**config.mk**
```make
export PLATFORM = sky130hd
export DESIGN_NAME = hwpe_stream_serializer_flat
export DESIGN_NICKNAME = d
export VERILOG_FILES = /design/src/rtl/hwpe_stream_serializer_pkg.sv /design/src/rtl/hwpe_stream_intf_stream.sv /design/src/rtl/hwpe_stream_serializer.sv /design/src/flat_wrapper.sv
export SDC_FILE = /design/constraint.sdc
export NUM_CORES = 1
export LEC_CHECK = 0
export CORE_MARGIN = 2
export CORE_UTILIZATION = 40
export CTS_CLUSTER_SIZE = 8
export DETAILED_ROUTE_END_ITERATION = 8
export PLACE_DENSITY = 0.75
export SYNTH_ARGS = -nofsm -noshare
export SYNTH_HDL_FRONTEND = slang
export SYNTH_SLANG_ARGS = --single-unit
```
**constraint.sdc**
```tcl
create_clock -name clk_i -period 2.26 [get_ports clk_i]
set_clock_uncertainty 0.2 [all_clocks]
set_input_delay 0.678 -clock clk_i [delete_from_list [all_inputs] [get_ports clk_i]]
set_output_delay 0.678 -clock clk_i [all_outputs]
set_load 0.005 [all_outputs]
```
**src/rtl/hwpe_stream_serializer_pkg.sv**
```systemverilog
// Shared status and state types for the wide-to-narrow stream serializer.
package hwpe_stream_package;

  // Fixed-width beat index so the struct can be shared by every RATIO (zero-extended).
  localparam int unsigned SERIALIZER_BEAT_W = 8;

  typedef struct packed {
    logic                         busy;
    logic [SERIALIZER_BEAT_W-1:0] beat;
  } flags_serializer_t;

  typedef enum logic {
    SER_IDLE   = 1'b0,
    SER_SERIAL = 1'b1
  } serializer_state_e;

endpackage

```
**src/rtl/hwpe_stream_intf_stream.sv**
```systemverilog
// Valid/ready stream bundle with byte strobes; source drives valid/data/strb, sink drives ready.
interface hwpe_stream_intf_stream #(
  parameter int unsigned DATA_WIDTH = 32
) ();
  localparam int unsigned STRB_WIDTH = DATA_WIDTH / 8;

  logic                  valid;
  logic                  ready;
  logic [DATA_WIDTH-1:0] data;
  logic [STRB_WIDTH-1:0] strb;

  modport source (output valid, output data, output strb, input ready);
  modport sink   (input valid, input data, input strb, output ready);
endinterface

```
**src/rtl/hwpe_stream_serializer.sv**
```systemverilog
// Splits one wide stream word into RATIO narrow beats, LSB slice first.
// Latency: 1 cycle from input handshake to first output beat, 1 beat/cycle sustained.
// Backpressure: input ready only when empty or when the last beat is being accepted.
module hwpe_stream_serializer
  import hwpe_stream_package::*;
#(
  parameter int unsigned DATA_WIDTH_IN  = 128,
  parameter int unsigned DATA_WIDTH_OUT = 32,
  parameter bit          SKIP_EMPTY     = 1'b0
) (
  input  logic                   clk_i,
  input  logic                   rst_i,
  input  logic                   clear_i,
  output flags_serializer_t      flags_o,
  hwpe_stream_intf_stream.sink   push_i,
  hwpe_stream_intf_stream.source pop_o
);

  localparam int unsigned RATIO    = DATA_WIDTH_IN / DATA_WIDTH_OUT;
  localparam int unsigned BW       = (RATIO > 1) ? $clog2(RATIO) : 1;
  localparam int unsigned STRB_IN  = DATA_WIDTH_IN / 8;
  localparam int unsigned STRB_OUT = DATA_WIDTH_OUT / 8;

  if (RATIO < 2 || (RATIO & (RATIO - 1)) != 0 ||
      DATA_WIDTH_IN != RATIO * DATA_WIDTH_OUT || (DATA_WIDTH_OUT % 32) != 0) begin : g_bad_ratio
    $fatal(1, "hwpe_stream_serializer: DATA_WIDTH_IN/DATA_WIDTH_OUT must be a power of two >= 2");
  end

  // Lowest slice index >= from with a non-zero strobe; MSB of the result is the found flag.
  function automatic logic [BW:0] first_nz_slice(input logic [STRB_IN-1:0] strb, input int from);
    logic [BW:0] res;
    res = '0;
    for (int i = RATIO - 1; i >= 0; i--) begin
      if (i >= from && |strb[i*STRB_OUT +: STRB_OUT]) begin
        res = {1'b1, BW'(i)};
      end
    end
    return res;
  endfunction

  serializer_state_e      state_q, state_d;
  logic [BW-1:0]          beat_q, beat_d;
  logic [DATA_WIDTH_IN-1:0] data_q, data_d;
  logic [STRB_IN-1:0]     strb_q, strb_d;

  logic [BW:0] nz_next, nz_first;
  logic        pop_vld, is_last, pop_hs, push_rdy, push_hs;

  always_comb begin
    nz_next  = first_nz_slice(strb_q, int'(beat_q) + 1);
    nz_first = first_nz_slice(push_i.strb, 0);
    pop_vld  = (state_q == SER_SERIAL);
    is_last  = SKIP_EMPTY ? !nz_next[BW] : (beat_q == BW'(RATIO - 1));
    pop_hs   = pop_vld && pop_o.ready;
    push_rdy = !pop_vld || (pop_hs && is_last);
    push_hs  = push_i.valid && push_rdy;
  end

  always_comb begin
    state_d = state_q;
    beat_d  = beat_q;
    data_d  = data_q;
    strb_d  = strb_q;
    if (pop_hs) begin
      if (is_last) begin
        state_d = SER_IDLE;
        beat_d  = '0;
      end else begin
        beat_d = SKIP_EMPTY ? nz_next[BW-1:0] : beat_q + BW'(1);
      end
    end
    if (push_hs) begin
      if (SKIP_EMPTY && !nz_first[BW]) begin
        state_d = SER_IDLE;
        beat_d  = '0;
      end else begin
        state_d = SER_SERIAL;
        beat_d  = SKIP_EMPTY ? nz_first[BW-1:0] : '0;
        data_d  = push_i.data;
        strb_d  = push_i.strb;
      end
    end
    if (clear_i) begin
      state_d = SER_IDLE;
      beat_d  = '0;
      data_d  = '0;
      strb_d  = '0;
    end
  end

  always_ff @(posedge clk_i) begin
    if (rst_i) begin
      state_q <= SER_IDLE;
      beat_q  <= '0;
      data_q  <= '0;
      strb_q  <= '0;
    end else begin
      state_q <= state_d;
      beat_q  <= beat_d;
      data_q  <= data_d;
      strb_q  <= strb_d;
    end
  end

  assign push_i.ready = push_rdy;
  assign pop_o.valid  = pop_vld;
  assign pop_o.data   = pop_vld ? data_q[beat_q*DATA_WIDTH_OUT +: DATA_WIDTH_OUT] : '0;
  assign pop_o.strb   = pop_vld ? strb_q[beat_q*STRB_OUT +: STRB_OUT] : '0;
  assign flags_o.busy = pop_vld;
  assign flags_o.beat = SERIALIZER_BEAT_W'(beat_q);

endmodule

```
**src/flat_wrapper.sv**
```systemverilog
// flat-port wrapper written by rule: the top's interface ports become plain ports
module hwpe_stream_serializer_flat import hwpe_stream_package::*;
#(
  parameter int unsigned DATA_WIDTH_IN  = 128,
  parameter int unsigned DATA_WIDTH_OUT = 32,
  parameter bit          SKIP_EMPTY     = 1'b0
)
  (clk_i, rst_i, clear_i, flags_o, push_i_valid, push_i_data, push_i_strb, push_i_ready, pop_o_valid, pop_o_data, pop_o_strb, pop_o_ready);
  hwpe_stream_intf_stream #(.DATA_WIDTH(128)) push_i_i ();
  hwpe_stream_intf_stream #(.DATA_WIDTH(32)) pop_o_i ();
  input  logic clk_i;
  input  logic rst_i;
  input  logic clear_i;
  output flags_serializer_t flags_o;
  input wire logic [$bits(push_i_i.valid)-1:0] push_i_valid;
  input wire logic [$bits(push_i_i.data)-1:0] push_i_data;
  input wire logic [$bits(push_i_i.strb)-1:0] push_i_strb;
  output wire logic [$bits(push_i_i.ready)-1:0] push_i_ready;
  output wire logic [$bits(pop_o_i.valid)-1:0] pop_o_valid;
  output wire logic [$bits(pop_o_i.data)-1:0] pop_o_data;
  output wire logic [$bits(pop_o_i.strb)-1:0] pop_o_strb;
  input wire logic [$bits(pop_o_i.ready)-1:0] pop_o_ready;
  assign push_i_i.valid = push_i_valid;
  assign push_i_i.data = push_i_data;
  assign push_i_i.strb = push_i_strb;
  assign push_i_ready = push_i_i.ready;
  assign pop_o_valid = pop_o_i.valid;
  assign pop_o_data = pop_o_i.data;
  assign pop_o_strb = pop_o_i.strb;
  assign pop_o_i.ready = pop_o_ready;
  hwpe_stream_serializer #(.DATA_WIDTH_IN(DATA_WIDTH_IN), .DATA_WIDTH_OUT(DATA_WIDTH_OUT), .SKIP_EMPTY(SKIP_EMPTY)) u_core (.clk_i(clk_i), .rst_i(rst_i), .clear_i(clear_i), .flags_o(flags_o), .push_i(push_i_i), .pop_o(pop_o_i));
endmodule
```
==> impl_summary.txt, run 1 <==
----------------------------------------------------
[Status]
  Run status ... finished with violations
  Violated checks ... setup timing

[Clock network]
  TritonCTS buffer count ... 17
  H-Tree Level Count ... 4
  Clock edge transition at the registers on the reported setup and hold paths ... 60 ps
  Worst-skew pair later-pin latency ... 410 ps
  Max Buffers Root-to-Sink ... 2
  TritonCTS clock tree ... built
  Sinks on the clock net ... 147
  Clk Tree Root Cell ... sky130_fd_sc_hd__clkbuf_16

[Global route]
  Global-route wire length before repair ... 29.3 mm
  Remaining Overflow, GRT ... 0
  Vias in the first global route ... 5834
  Largest net degree at the start of global routing ... 28
  Initial antenna violation count ... 0
  Tot GR Track Use ... 0.202

[Layout]
  Ant diodes ... 0
  Number of nets at the end of the flow ... 1123
  Area growth from synthesis to final layout ... 56.9%
  Proportion of layout cells with a drive suffix above 1 ... 0.233

[Critical path]
  Worst R2R End ... u_core.data_q[96]
  Startpoint of the most critical register-to-register path ... u_core.beat_q[0]
  Required time worst endpoint ... 1380 ps
  Type of destination of the critical path ... primary output
  WS Path Type ... register to primary output
  Number of cells on the worst reg-to-reg path ... 11
  Setup slack of the worst register-to-register path ... 40 ps
  Crit path launch type ... register
  Crit path max fanout ... 4
  Critical path data arrival time ... 1890 ps

[Placement]
  Routability-driven placement congestion ratio ... 0.785
  DP Wirelength ... 12.4 mm
  Setup slack after placement ... -407 ps
  Port-buffer cells ... 189

[Logic synthesis]
  Post-Synth XOR/XNOR Area ... 0
  Dominant combinational cell family by area after synthesis ... multiplexers
  Number of warnings reported in the yosys synthesis log ... 0
  Cell types with the highest counts after synthesis ... sky130_fd_sc_hd__nand2_1 (289), sky130_fd_sc_hd__dfxtp_1 (147), sky130_fd_sc_hd__mux2i_1 (145), sky130_fd_sc_hd__and2_1 (36), sky130_fd_sc_hd__mux4_2 (36)
  Most frequently used cell type in the post-synthesis netlist ... sky130_fd_sc_hd__nand2_1
  Top cells by area, synth ... sky130_fd_sc_hd__dfxtp_1 (42%), sky130_fd_sc_hd__mux2i_1 (21%), sky130_fd_sc_hd__nand2_1 (15%)
  Mean Syn Cell Area ... 9.58 µm²
  Synth Area in Compound Gates ... 0.00302
  Area share of the largest cell type after synthesis ... 0.419
  Sequential element share of the synthesized area ... 0.419
  Number of synthesized register bits ... 147
  Number of cells produced by synthesis ... 734
  Share of synthesized area spent on multiplexers ... 0.322
  Post-synthesis async set-or-reset flop share ... 0
  Library cell with the largest summed area after synthesis ... sky130_fd_sc_hd__dfxtp_1
  Post-Synthesis Cell Area ... 7030 µm²
  Simple-Gate Fraction of Synth Area ... 0.195
  Library cells used by synthesis ... 23
  Post-synth EDFFs ... 0
  Leading register cell type out of synthesis ... sky130_fd_sc_hd__dfxtp_1
  Arithmetic-cell share of the synthesized area counting full adders, half adders and majority gates ... 0.00178

[Power and ir drop]
  Maximum vdd ir drop ... 633 µV
  Cell area power density ... 605 nW/µm²
  P_leak ... 4.49 nW

[Drt]
  Total DRC errors in the routed layout ... 0
  Routed length per placed instance ... 16.0 µm
  Per-cell via count in the routed design ... 4.88
  First DRT Iteration DRCs ... 250
  Detailed Route WL ... 19.4 mm
  Total via count after detailed routing ... 5912
  Count of antenna-violating nets left after detailed routing ... 0
  Drt pass-1 iters ... 4

[Run]
  Max-cap viol count ... 0

[Timing]
  Final setup margin ... -506 ps
  Minimum period implied by the final worst setup slack ... 2770 ps
  Number of setup violations in the final report ... 37
  Setup repair after global routing missed its margin ... true
  Share of the cycle needed by the critical path after routing ... 1.22
  Sum of negative setup slack ... -15830 ps
  Upper clock frequency limit ... 0.362 GHz
  Count of endpoints failing hold in the final timing report ... 0
  Number of max-slew violations in the final report ... 0

[Min path]
  Hold crit path type ... register to register
  Critical hold path startpoint ... u_core.data_q[17]
  Hold Crit Depth ... 2
  Hold-critical path endpoint ... u_core.data_q[17]

[Floorplanning]
  Top-level port count ... 196
  Core outline area ... 17200 µm²
  Count of standard-cell rows ... 48
  Die ar. ... 18700 µm²
  Die H ... 137 µm
  Die X ... 137 µm
  Starting density of the core ... 0.408

----------------------------------------------------
## registers in the layout, summed over array words and instances, names as in the netlist
signal and count:
u_core.strb_q 16, u_core.beat_q 2, u_core.data_q 128, u_core.pop_o.valid 1
## cells by family after synthesis
group / Yosys count
buffers and inverters: 67
adder cells (fa/ha/maj): 1
flip-flops: 147
other: 1
multiplexers: 181
AO/OA/AOI/OAI: 3
AND/OR/NAND/NOR: 334
## worst max-delay path by stage
stage | startpoint | to | slack [ps]
3_5_place_dp | pop_o_ready | push_i_ready | -410
3_3_place_gp | pop_o_ready | push_i_ready | -390
4_1_cts | u_core.beat_q[0] | pop_o_data[26] | -550
5_1_grt | u_core.beat_q[0] | pop_o_data[30] | -560
6_report | u_core.beat_q[0] | pop_o_data[30] | -510
2_1_floorplan | u_core.beat_q[0] | pop_o_data[17] | 40
## report_power, final
| group | internal, mW | switching (mW) | total [mW] |
|---|---|---|---|
| clock network | 1.85 | 1.12 | 2.97 |
| logic | 0.624 | 0.357 | 0.981 |
| registers | 2.68 | 0.0462 | 2.72 |
| total | 5.15 | 1.52 | 6.67 |
## routing by layer
layer  vias up  track usage  routed length [µm]
met5         -            0                   0
met4         0       0.0521                 234
met3        19       0.0426                 792
met1      2842        0.256                8680
li1       2911            -                   -
met2       140        0.349                9670
## cell usage in the layout (no fill, tap or decap), types with 6 or more instances in the layout
cell | Yosys | routed
sky130_fd_sc_hd__and2_1 | 36 | 14
sky130_fd_sc_hd__and2_4 | 0 | 22
sky130_fd_sc_hd__buf_12 | 0 | 35
sky130_fd_sc_hd__buf_2 | 21 | 19
sky130_fd_sc_hd__buf_4 | 21 | 16
sky130_fd_sc_hd__buf_6 | 7 | 31
sky130_fd_sc_hd__buf_8 | 1 | 12
sky130_fd_sc_hd__clkbuf_16 | 0 | 29
sky130_fd_sc_hd__clkdlybuf4s50_1 | 0 | 148
sky130_fd_sc_hd__conb_1 | 1 | 6
sky130_fd_sc_hd__dfxtp_1 | 147 | 144
sky130_fd_sc_hd__mux2i_1 | 145 | 143
sky130_fd_sc_hd__mux4_2 | 36 | 36
sky130_fd_sc_hd__nand2_1 | 289 | 289
## cell type report
class                      count  area, µm²
sequential                   147       2950
tap                          225        282
clock inverter                13        185
timing repair buffer         281       3400
multi-input combinational    525       3770
inverter                       1       3.75
fill                        1364       6200
clock buffer                  19        433
## worst max-delay path, stage by stage, from the launching register on
cell and delay, ps:
sky130_fd_sc_hd__dfxtp_4 370, sky130_fd_sc_hd__buf_12 130, sky130_fd_sc_hd__buf_12 120, sky130_fd_sc_hd__buf_8 100, sky130_fd_sc_hd__mux4_2 500, sky130_fd_sc_hd__and2_4 160, sky130_fd_sc_hd__buf_6 100
## what timing repair did
| action | in CTS | in global routing |
|---|---|---|
| endpoints found under the hold margin | 0 | 0 |
| setup buffers | 24 | 8 |
| hold buffers | 0 | 0 |
| pin swaps | 32 | 0 |
| resized for setup | 214 | 34 |
| endpoints found under the setup margin | 41 | 181 |
| cloned | 6 | 12 |
## stage by stage
step	hold WS [ps]	power [mW]	cells	instance area [µm²]	util
floorplan	232	3.15	739	7050	-
global placement	239	3.60	1135	9560	0.555
detailed placement	245	3.61	1135	9560	0.555
CTS	257	6.61	1197	10700	0.618
global route	272	6.91	1211	11000	0.640
finish	254	6.67	1211	11000	0.640
Power figures use the tool's default switching activity.
==> inputs of run 2 (changes only) <==
--- a/config.mk
+++ b/config.mk
@@ -10,6 +10,7 @@
 export CTS_CLUSTER_SIZE = 8
 export DETAILED_ROUTE_END_ITERATION = 8
 export PLACE_DENSITY = 0.75
+export SLEW_MARGIN = 20
 export SYNTH_ARGS = -nofsm -noshare
 export SYNTH_HDL_FRONTEND = slang
 export SYNTH_SLANG_ARGS = --single-unit
==> results of run 2 <==
Final layout, timing and power as in run 1 (identical DEF).
==> inputs of run 3 (changes only) <==
--- a/config.mk
+++ b/config.mk
@@ -9,7 +9,9 @@
 export CORE_UTILIZATION = 40
 export CTS_CLUSTER_SIZE = 8
 export DETAILED_ROUTE_END_ITERATION = 8
+export GPL_ROUTABILITY_DRIVEN = 0
 export PLACE_DENSITY = 0.75
+export REMOVE_ABC_BUFFERS = 1
 export SLEW_MARGIN = 20
 export SYNTH_ARGS = -nofsm -noshare
 export SYNTH_HDL_FRONTEND = slang
==> run 3 against run 2 <==
The run still ends with setup timing left; register-to-register slack better by 90 ps; count of clock-buffer cells in the layout is 5 higher; first-iteration DRC count is 10% lower; final area is 4.9% lower; critical path type unchanged; critical path depth is 1 higher; routed wire length is 8.5% lower; sequential cell count stayed put; non-clock buffer count is 18 lower; critical endpoint is now pop_o_strb[0]; worst hold slack worse by 1.2 ps; total power is 0.30% higher; clock power is 5% higher.
==> impl_summary.txt, run 3 (synthesis results as in run 1) <==
----------------------------------------------------
[Floorplanning]
  Starting density of the core ... 0.408 (unchanged)
  Die X ... 137 µm (unchanged)
  Core outline area ... 17200 µm² (unchanged)
  Die ar. ... 18700 µm² (unchanged)
  Top-level port count ... 196 (unchanged)
  Die H ... 137 µm (unchanged)
  Count of standard-cell rows ... 48 (unchanged)

[Critical path]
  Buffering stage count on the worst path with inverters included ... 5 (was 4)
  Highest cell delay on the worst timing path ... 470 ps (was 500 ps)
  Type of destination of the critical path ... primary output (unchanged)
  WS Path Type ... register to primary output (unchanged)
  Depth of the critical timing path with buffers and inverters included ... 7 (was 6)
  Crit path max fanout ... 6 (was 4)
  Crit path max-delay cell type ... sky130_fd_sc_hd__mux4_2 (unchanged)
  Critical Path, Cell by Cell ... buf_12 > buf_12 > buf_8 > buf_6 > mux4_2 > and2_4 > buf_6 (was buf_12 > buf_12 > buf_8 > mux4_2 > and2_4 > buf_6)
  Crit path launch type ... register (unchanged)
  Cell family contributing the most delay on the critical path ... buffers and inverters (was multiplexers)
  Required time worst endpoint ... 1380 ps (about the same)
  Critical path data arrival time ... 1950 ps (was 1890 ps)
  Number of cells on the worst reg-to-reg path ... 10 (was 11)

[Placement]
  Port-buffer cells ... 189 (unchanged)
  Placed Area ... 9610 µm² (was 9560 µm²)
  DP Wirelength ... 12.3 mm (was 12.4 mm)
  Setup slack after placement ... -396 ps (was -407 ps)

[Layout]
  Proportion of layout cells with a drive suffix above 1 ... 0.212 (was 0.233)
  Fill cell instance count of the final layout ... 1406 (was 1364)
  Ant diodes ... 0 (unchanged)
  Leading cell types in the layout, fill and taps excluded ... sky130_fd_sc_hd__nand2_1 (289), sky130_fd_sc_hd__clkdlybuf4s50_1 (148), sky130_fd_sc_hd__mux2i_1 (145) (was sky130_fd_sc_hd__nand2_1 (289), sky130_fd_sc_hd__clkdlybuf4s50_1 (148), sky130_fd_sc_hd__dfxtp_1 (144))
  Core Util, Final ... 0.609 (was 0.640)
  Largest registers ranked by flip-flop count ... u_core.data_q x128, u_core.strb_q x16, u_core.beat_q x2 (unchanged)
  Max FFs per register ... 128 (unchanged)
  Number of nets at the end of the flow ... 1105 (was 1123)
  Area growth from synthesis to final layout ... 49.3% (was 56.9%)
  Leading cell type in the layout, fill and taps excluded ... sky130_fd_sc_hd__nand2_1 (unchanged)
  Finished Cell Area ... 10500 µm² (was 11000 µm²)
  Biggest register ... u_core.data_q (unchanged)

[Clock network]
  Worst-skew pair later-pin latency ... 410 ps (about the same)
  Max Buffers Root-to-Sink ... 2 (unchanged)
  Clk Tree Root Cell ... sky130_fd_sc_hd__clkbuf_16 (unchanged)
  Sinks on the clock net ... 147 (unchanged)
  Hold-fix buffers, CTS ... 0 (unchanged)
  Clock edge transition at the registers on the reported setup and hold paths ... 60 ps (about the same)
  H-Tree Level Count ... 4 (unchanged)
  TritonCTS buffer count ... 17 (unchanged)
  TritonCTS clock tree ... built (unchanged)

[Min path]
  Hold Crit Depth ... 2 (unchanged)
  Hold crit path type ... register to register (unchanged)

[Timing]
  Sum of negative setup slack ... -16170 ps (was -15830 ps)
  Final setup margin ... -566 ps (was -506 ps)
  Share of the cycle needed by the critical path after routing ... 1.25 (was 1.22)
  Count of endpoints failing hold in the final timing report ... 0 (unchanged)
  Setup repair after global routing missed its margin ... true (unchanged)
  Minimum period implied by the final worst setup slack ... 2830 ps (was 2770 ps)
  Number of setup violations in the final report ... 37 (unchanged)
  Number of max-slew violations in the final report ... 0 (unchanged)
  Upper clock frequency limit ... 0.354 GHz (was 0.362 GHz)

[Drt]
  Per-cell via count in the routed design ... 4.79 (was 4.88)
  Detailed Route WL ... 17.7 mm (was 19.4 mm)
  Total DRC errors in the routed layout ... 0 (unchanged)
  Count of antenna-violating nets left after detailed routing ... 0 (unchanged)
  Total via count after detailed routing ... 5705 (was 5912)
  Drt pass-1 iters ... 7 (was 4)
  First DRT Iteration DRCs ... 225 (was 250)
  Routed length per placed instance ... 14.9 µm (was 16.0 µm)

[Global route]
  Vias in the first global route ... 5824 (was 5834)
  Largest net degree at the start of global routing ... 34 (was 28)
  Tot GR Track Use ... 0.194 (was 0.202)
  Initial antenna violation count ... 0 (unchanged)
  Global-route wire length before repair ... 28.1 mm (was 29.3 mm)
  Remaining Overflow, GRT ... 0 (unchanged)

[Power and ir drop]
  Cell area power density ... 637 nW/µm² (was 605 nW/µm²)
  P_leak ... 4.28 nW (was 4.49 nW)
  Maximum vdd ir drop ... 488 µV (was 633 µV)

[Status]
  Violated checks ... setup timing (unchanged)
  Run status ... finished with violations (unchanged)

[Run]
  Max-cap viol count ... 0 (unchanged)

----------------------------------------------------
run 3: changes by cell type in the layout (fill, tap and decap cells not counted), moves of 5 or more:
cell | before | now
sky130_fd_sc_hd__buf_4 | 16 | 30
sky130_fd_sc_hd__clkbuf_16 | 29 | 18
sky130_fd_sc_hd__buf_6 | 31 | 22
sky130_fd_sc_hd__buf_8 | 12 | 2
sky130_fd_sc_hd__clkbuf_8 | 0 | 5
run 3: layer usage:
| metal | global-route usage | up-vias | share of wire |
|---|---|---|---|
| met5 | 0 | - | 0 |
| met2 | 0.350 | 124 | 0.52 |
| met4 | 0.0590 | 0 | 0.014 |
| li1 | - | 2877 | - |
| met1 | 0.226 | 2687 | 0.42 |
| met3 | 0.0470 | 17 | 0.046 |
run 3: stage by stage:
step / hold WS [ps] / power, mW / cells
floorplan: 232 / 3.25 / 673
global placement: 239 / 3.61 / 1140
detailed placement: 244 / 3.62 / 1140
CTS: 255 / 6.76 / 1195
global route: 265 / 6.94 / 1192
finish: 253 / 6.69 / 1192
run 3: worst paths after layout:
kind | end | start | slack, ps
worst max-delay path | pop_o_strb[0] | u_core.beat_q[0] | -570
worst max register to register | u_core.data_q[14] | u_core.beat_q[0] | 130
worst min register to register | u_core.data_q[73] | u_core.data_q[73] | 250
worst min-delay path | u_core.data_q[73] | u_core.data_q[73] | 250
run 3: worst min-delay path: stages (launching register included):
cell,delay [ps]
sky130_fd_sc_hd__dfxtp_1,300
sky130_fd_sc_hd__nand2_1,50
sky130_fd_sc_hd__mux2i_1,50
run 3: power breakdown:
part / switching, mW / internal [mW]
combinational: 0.320 / 0.530
sequential: 0.0438 / 2.68
clock: 1.06 / 2.06
total: 1.43 / 5.27
run 3: what timing repair did:
item | in CTS | in global routing
resized for setup | 186 | 20
pin swaps | 33 | 1
endpoints found under the setup margin | 41 | 71
buffers inserted | 21 | 2
gates cloned | 4 | 0
run 3: layout make-up:
type | count | area [µm²] | share of cell area
Multi-Input combinational cell | 525 | 3760 | 0.358
Timing Repair Buffer | 263 | 2830 | 0.270
Tap cell | 225 | 282 | 0.0268
Sequential cell | 147 | 2950 | 0.281
Clock buffer | 24 | 523 | 0.0498
Inverter | 1 | 3.75 | 0.000358
Clock inverter | 7 | 141 | 0.0135
